[src/rtl/rv_core_mc.sv]
// Multi-cycle RV32I/RV64I integer core: FETCH -> EXEC (-> SHIFT x n) with one retire per instruction.
// Latency 2 cycles per instruction (2+n for shifts by n); fetch stalls indefinitely until IMEM_ACK.
module rv_core_mc #(
  parameter int              XLEN     = 32,
  parameter logic [XLEN-1:0] RESET_PC = '0,
  parameter int              NREGS    = 32
) (
  input  logic            CLOCK,
  input  logic            RESET,
  output logic            IMEM_REQ,
  output logic [XLEN-1:0] IMEM_ADDR,
  input  logic            IMEM_ACK,
  input  logic [31:0]     IMEM_DATA,
  output logic [XLEN-1:0] PC,
  output logic            RETIRE,
  output logic            TRAP,
  input  logic [4:0]      DBG_RADDR,
  output logic [XLEN-1:0] DBG_RDATA
);
  localparam int SW       = (XLEN == 64) ? 6 : 5;
  localparam int RIW      = (NREGS == 16) ? 4 : 5;
  localparam bit SMALL_RF = (NREGS == 16);

  localparam logic [6:0] OPC_LUI    = 7'b0110111;
  localparam logic [6:0] OPC_AUIPC  = 7'b0010111;
  localparam logic [6:0] OPC_JAL    = 7'b1101111;
  localparam logic [6:0] OPC_JALR   = 7'b1100111;
  localparam logic [6:0] OPC_BRANCH = 7'b1100011;
  localparam logic [6:0] OPC_OPIMM  = 7'b0010011;
  localparam logic [6:0] OPC_OP     = 7'b0110011;

  typedef enum logic [1:0] {S_FETCH, S_EXEC, S_SHIFT, S_HALT} state_t;
  typedef enum logic [1:0] {SH_LL, SH_RL, SH_RA} shkind_t;

  state_t          state;
  logic [XLEN-1:0] pc;
  logic [31:0]     ir;
  logic [XLEN-1:0] gpr [NREGS];
  logic [XLEN-1:0] sreg;
  logic [SW-1:0]   cnt;
  shkind_t         kind;

  logic [6:0]      opc, f7;
  logic [4:0]      rd, rs1, rs2;
  logic [2:0]      f3;
  logic [XLEN-1:0] i_imm, u_imm, b_imm, j_imm;
  logic [XLEN-1:0] rs1_v, rs2_v, op2, pc4, tgt, wr_val, sh_next;
  logic            illegal, wr_en, shift_go, take, use_rs1, use_rs2;
  logic [SW-1:0]   shamt;
  shkind_t         sh_kind;

  function automatic logic bad_idx(input logic [4:0] idx);
    return SMALL_RF && idx[4];
  endfunction

  assign opc = ir[6:0];
  assign rd  = ir[11:7];
  assign f3  = ir[14:12];
  assign rs1 = ir[19:15];
  assign rs2 = ir[24:20];
  assign f7  = ir[31:25];

  assign i_imm = XLEN'($signed(ir[31:20]));
  assign u_imm = XLEN'($signed({ir[31:12], 12'b0}));
  assign b_imm = XLEN'($signed({ir[31], ir[7], ir[30:25], ir[11:8], 1'b0}));
  assign j_imm = XLEN'($signed({ir[31], ir[19:12], ir[20], ir[30:21], 1'b0}));

  assign rs1_v = (rs1 == 5'd0 || bad_idx(rs1)) ? '0 : gpr[rs1[RIW-1:0]];
  assign rs2_v = (rs2 == 5'd0 || bad_idx(rs2)) ? '0 : gpr[rs2[RIW-1:0]];
  assign pc4   = pc + XLEN'(4);
  assign op2   = (opc == OPC_OP) ? rs2_v : i_imm;

  always_comb begin
    illegal  = 1'b0;
    wr_en    = 1'b0;
    wr_val   = '0;
    tgt      = pc4;
    shift_go = 1'b0;
    shamt    = '0;
    sh_kind  = SH_LL;
    take     = 1'b0;
    use_rs1  = 1'b0;
    use_rs2  = 1'b0;
    case (opc)
      OPC_LUI: begin
        wr_en  = 1'b1;
        wr_val = u_imm;
      end
      OPC_AUIPC: begin
        wr_en  = 1'b1;
        wr_val = pc + u_imm;
      end
      OPC_JAL: begin
        wr_en  = 1'b1;
        wr_val = pc4;
        tgt    = pc + j_imm;
      end
      OPC_JALR: begin
        use_rs1 = 1'b1;
        wr_en   = 1'b1;
        wr_val  = pc4;
        tgt     = (rs1_v + i_imm) & ~XLEN'(1);
        illegal = (f3 != 3'b000);
      end
      OPC_BRANCH: begin
        use_rs1 = 1'b1;
        use_rs2 = 1'b1;
        case (f3)
          3'b000:  take = (rs1_v == rs2_v);
          3'b001:  take = (rs1_v != rs2_v);
          3'b100:  take = ($signed(rs1_v) <  $signed(rs2_v));
          3'b101:  take = ($signed(rs1_v) >= $signed(rs2_v));
          3'b110:  take = (rs1_v <  rs2_v);
          3'b111:  take = (rs1_v >= rs2_v);
          default: illegal = 1'b1;
        endcase
        if (take) tgt = pc + b_imm;
      end
      OPC_OPIMM, OPC_OP: begin
        use_rs1 = 1'b1;
        use_rs2 = (opc == OPC_OP);
        wr_en   = 1'b1;
        if (opc == OPC_OP)
          illegal = (f7 != 7'h00 && f7 != 7'h20) ||
                    (f7 == 7'h20 && f3 != 3'b000 && f3 != 3'b101);
        case (f3)
          3'b000: wr_val = (opc == OPC_OP && f7[5]) ? rs1_v - op2 : rs1_v + op2;
          3'b010: wr_val = {{(XLEN-1){1'b0}}, $signed(rs1_v) < $signed(op2)};
          3'b011: wr_val = {{(XLEN-1){1'b0}}, rs1_v < op2};
          3'b100: wr_val = rs1_v ^ op2;
          3'b110: wr_val = rs1_v | op2;
          3'b111: wr_val = rs1_v & op2;
          default: begin
            shamt   = op2[SW-1:0];
            sh_kind = (f3 == 3'b001) ? SH_LL : (f7[5] ? SH_RA : SH_RL);
            // imm[5] is a shamt bit only on RV64; imm[10] only selects SRAI
            if (opc == OPC_OPIMM)
              illegal = ir[31] || (ir[29:26] != 4'd0) || ((XLEN == 32) && ir[25]) ||
                        (f3 == 3'b001 && ir[30]);
            if (shamt == '0) wr_val = rs1_v;
            else             shift_go = 1'b1;
          end
        endcase
      end
      default: illegal = 1'b1;
    endcase
    if (tgt[1]) illegal = 1'b1;
    if ((wr_en && bad_idx(rd)) || (use_rs1 && bad_idx(rs1)) || (use_rs2 && bad_idx(rs2)))
      illegal = 1'b1;
  end

  always_comb begin
    case (kind)
      SH_LL:   sh_next = sreg << 1;
      SH_RL:   sh_next = sreg >> 1;
      default: sh_next = {sreg[XLEN-1], sreg[XLEN-1:1]};
    endcase
  end

  always_ff @(posedge CLOCK or posedge RESET) begin
    if (RESET) begin
      state <= S_FETCH;
      pc    <= RESET_PC;
      ir    <= '0;
      sreg  <= '0;
      cnt   <= '0;
      kind  <= SH_LL;
      for (int i = 0; i < NREGS; i++) gpr[i] <= '0;
    end else begin
      case (state)
        S_FETCH: begin
          if (IMEM_ACK) begin
            ir    <= IMEM_DATA;
            state <= S_EXEC;
          end
        end
        S_EXEC: begin
          if (illegal) begin
            state <= S_HALT;
          end else if (shift_go) begin
            sreg  <= rs1_v;
            cnt   <= shamt;
            kind  <= sh_kind;
            state <= S_SHIFT;
          end else begin
            if (wr_en && rd != 5'd0) gpr[rd[RIW-1:0]] <= wr_val;
            pc    <= tgt;
            state <= S_FETCH;
          end
        end
        S_SHIFT: begin
          sreg <= sh_next;
          cnt  <= cnt - SW'(1);
          if (cnt == SW'(1)) begin
            if (rd != 5'd0) gpr[rd[RIW-1:0]] <= sh_next;
            pc    <= pc4;
            state <= S_FETCH;
          end
        end
        default: state <= S_HALT;
      endcase
    end
  end

  always_comb begin
    DBG_RDATA = '0;
    if (DBG_RADDR != 5'd0 && !bad_idx(DBG_RADDR)) DBG_RDATA = gpr[DBG_RADDR[RIW-1:0]];
  end

  assign IMEM_REQ  = (state == S_FETCH) && !RESET;
  assign IMEM_ADDR = pc;
  assign PC        = pc;
  assign TRAP      = (state == S_HALT);
  assign RETIRE    = (state == S_EXEC && !illegal && !shift_go) ||
                     (state == S_SHIFT && cnt == SW'(1));

endmodule

[config.mk]
export PLATFORM = sky130hd
export DESIGN_NAME = rv_core_mc
export DESIGN_NICKNAME = d
export VERILOG_FILES = /design/src/rtl/rv_core_mc.sv
export SDC_FILE = /design/constraint.sdc
export NUM_CORES = 2
export LEC_CHECK = 0
export CAP_MARGIN = 10
export CORE_MARGIN = 2
export CORE_UTILIZATION = 30
export CTS_BUF_LIST = sky130_fd_sc_hd__clkbuf_2 sky130_fd_sc_hd__clkbuf_4 sky130_fd_sc_hd__clkbuf_8
export CTS_CLUSTER_DIAMETER = 150
export DETAILED_ROUTE_END_ITERATION = 10
export PLACE_DENSITY = 0.4
export SETUP_SLACK_MARGIN = 0.05
export SLEW_MARGIN = 10
export SYNTH_ARGS = -nofsm -noshare
export SYNTH_HDL_FRONTEND = slang
export SYNTH_SLANG_ARGS = --single-unit
[constraint.sdc]
create_clock -name CLOCK -period 50.8 [get_ports CLOCK]
set_input_delay 5.08 -clock CLOCK [delete_from_list [all_inputs] [get_ports CLOCK]]
set_output_delay 5.08 -clock CLOCK [all_outputs]
set_load 0.05 [all_outputs]
==> flow_metrics.tcl <==
set metrics [dict create \
    clock_latency_ns 1.06 \
    status "finished, final reports clean" \
    grt_max_degree 149 \
    syn_area_per_cell_um2 10.7 \
    worstSetupPathType "flop to output pin" \
    rsz0062_at_grt "false" \
    yosys.area.top_type_share 0.345 \
    final_common_cell "nand2_1" \
    slew_headroom 0.134 \
    hold_buffers 0 \
    initial_utilization 0.302 \
    multiInputGateArea_um2 50400 \
    rows 191 \
    routed_wl_mm 384 \
    initialDrtViolationCount 7766 \
    synth_area_leaders "dfrtp_1 (34%), mux4_2 (26%), nand2_1 (5.4%), mux2_2 (4.3%), ha_1 (3.3%)" \
    finalMaxSlewViolations 0 \
    final_util 0.338 \
    grt_usage 0.273 \
    yosys_warnings 0 \
    cap_viol_max_count 0 \
    io_pins 139 \
    yosysSeqAreaShare 0.345 \
    fin_tns_setup_ns 0 \
    clock_path_buffers 4 \
    post_cts_resized 0 \
    core_area_um2 271000 \
    hp-start "gpr[1018]" \
    syn_to_final_growth_pct 12.1 \
    synth_cell_types 96 \
    fmax_mhz 62.5 \
    drtPass1Iterations 6 \
    fin_crit_ns 16.00 \
    cts.sinks 1128 \
    hold_class "flop to flop" \
    post_drt_wl_per_cell_um 34.3 \
    ys.flop_type "dfrtp_1" \
    via_count 68300 \
    tightest_slew_ns 1.29 \
    worstHoldEndpoint "gpr[1018]" \
    start_kind "flop" \
    grt_pass1_vias 67100 \
    seq_area_um2 28300 \
    async_flop_share 1.00 \
    clk_root_buffer_cell "clkbuf_8" \
    r2r_slack_ns 40.12 \
    syn_area_um2 81800 \
    die_w_um 526 \
    fp.dieH_um 526 \
    ctsHtreeMaxLevel 4 \
    worstPathRequired_ns 45.72 \
    worst_setup_path_end_kind "output pin" \
    timing.hold.worst_path_depth 0 \
    path_max_fanout 49 \
    yosysTopAreaCell "dfrtp_1" \
    grt_pass1_wl_mm 542 \
    clk_pin_slew_ns 0.06 \
    reg2regPathDepth 21 \
    layout_common_cells "nand2_1 (1161), dfrtp_1 (1115), mux4_2 (940)" \
    dpl.hpwl_mm 255 \
    nets 7730 \
    drtAntennaViolNets 0 \
    gp_congestion 0.929 \
    cp.arrival_ns 10.92 \
    portBuffers 136 \
    cts_inserted_buffers 224 \
    powerDensity_nw_per_um2 42.1 \
    ys_ff_latch 1128 \
    grt.overflow.total 0 \
    synth_edf_count 0 \
    clock_skew_ns 0.169 \
    post-route-drc-count 0 \
    antenna_found_initial 18 \
    ir_drop_v 0.0000324 \
    hold_viol 0 \
    die_area_um2 277000 \
    nFillCells 27300 \
    setup_viol 0 \
    p_leak_nw 37.7 \
    r2r_end "gpr[830]" \
    drive_above_1_share 0.271 \
    postCtsSetupRepairBufs 0 \
    via_per_inst 6.10 \
    finalCritPeriodShare 0.315 \
    r2r_start "ir[15]" \
    power.total_mw 3.86 \
    cts_tree "built" \
    syn_inst 7618 \
]
[area by class of cell]
cell class / instances / area share
Multi-Input combinational cell: 5582 / 0.550
Sequential cell: 1128 / 0.308
Tap cell: 3570 / 0.0487
Clock buffer: 354 / 0.0480
Timing Repair Buffer: 397 / 0.0370
Inverter: 136 / 0.00570
Clock inverter: 29 / 0.00281
Antenna cell: 6 / 0.000164
[how the worst max path moves through the flow]
stage                            start  cells past startpoint       endpoint
final                           ir[15]                     22         RETIRE
after global routing            ir[15]                     22         RETIRE
after CTS                       ir[15]                     22         RETIRE
after detailed placement  DBG_RADDR[1]                      8   DBG_RDATA[8]
after global placement          ir[15]                     22         RETIRE
after floorplan                  RESET                      1  IMEM_ADDR[10]
[cell families after synthesis]
logic type / after synthesis / synth area share
and+or+nand+nor: 2070 / 0.108
other: 1 / 0.0000458
xor gates and xnor gates: 131 / 0.0140
DFF: 1128 / 0.345
AOI/OAI and AO/OA: 1786 / 0.136
muxes: 1372 / 0.316
buffers and inverters: 909 / 0.0464
adders and majority gates: 221 / 0.0343
[flip-flops by register name, indices dropped and copies added, names as in the netlist]
| signal | flops |
|---|---|
| kind | 2 |
| sreg | 32 |
| state | 2 |
| cnt | 5 |
| IMEM_ADDR | 31 |
| gpr | 1024 |
| ir | 32 |
[synthesized netlist by cell type (all sizes together) (58+ instances only)]
cell type	count
o21a	80
ha	215
nand3	68
a31oi	62
inv	135
nand2	1190
xnor2	81
nand2b	58
o21ai	521
mux2i	121
dfrtp	1128
clkbuf	500
mux4	940
a21oi	534
o221ai	77
buf	273
nor3	81
nor2	444
mux2	311
a21o	67
[routing by layer]
layer,track usage,part of all wire,up-vias
met3,0.0560,0.078,711
met1,0.365,0.42,35900
met2,0.433,0.46,3232
li1,-,-,28500
met5,0,0.000089,-
met4,0.105,0.044,6
[power by group]
group	internal, mW	switching [mW]	leakage (nW)	total (mW)
clock network	0.559	0.446	2.49	1.01
logic	0.583	1.19	19.7	1.77
registers	0.963	0.119	15.5	1.08
[worst max-delay path, cell delays in order, from the launching register on]
cell,delay [ns]
dfrtp_4,0.90
buf_4,0.64
buf_4,0.71
buf_4,0.77
buf_4,0.68
mux4_2,0.60
mux4_2,0.46
mux2i_1,0.39
nor2_1,0.22
ha_1,0.36
a21oi_1,0.16
o21ai_0,0.11
a22oi_1,0.26
a31oi_1,0.12
o2bb2ai_1,0.27
mux2i_1,0.28
nor2b_4,0.21
buf_4,0.37
mux2_2,0.44
a21boi_4,0.15
buf_4,0.45
inv_2,0.25
clkdlybuf4s50_1,0.77
[per-stage QoR]
| step | worst slack, ns | hold slack, ns | cell area [um^2] | cells |
|---|---|---|---|---|
| 4_1_cts | 34.63 | 0.416 | 91700 | 11200 |
| 3_5_place_dp | 35.68 | 0.402 | 87000 | 10800 |
| 2_1_floorplan | 13.95 | 0.458 | 81800 | 7619 |
| 5_1_grt | 34.30 | 0.425 | 91700 | 11200 |
| 3_3_place_gp | 35.76 | 0.393 | 87000 | 10800 |
| 6_report | 34.80 | 0.414 | 91700 | 11200 |
Power figures use the tool's default switching activity.
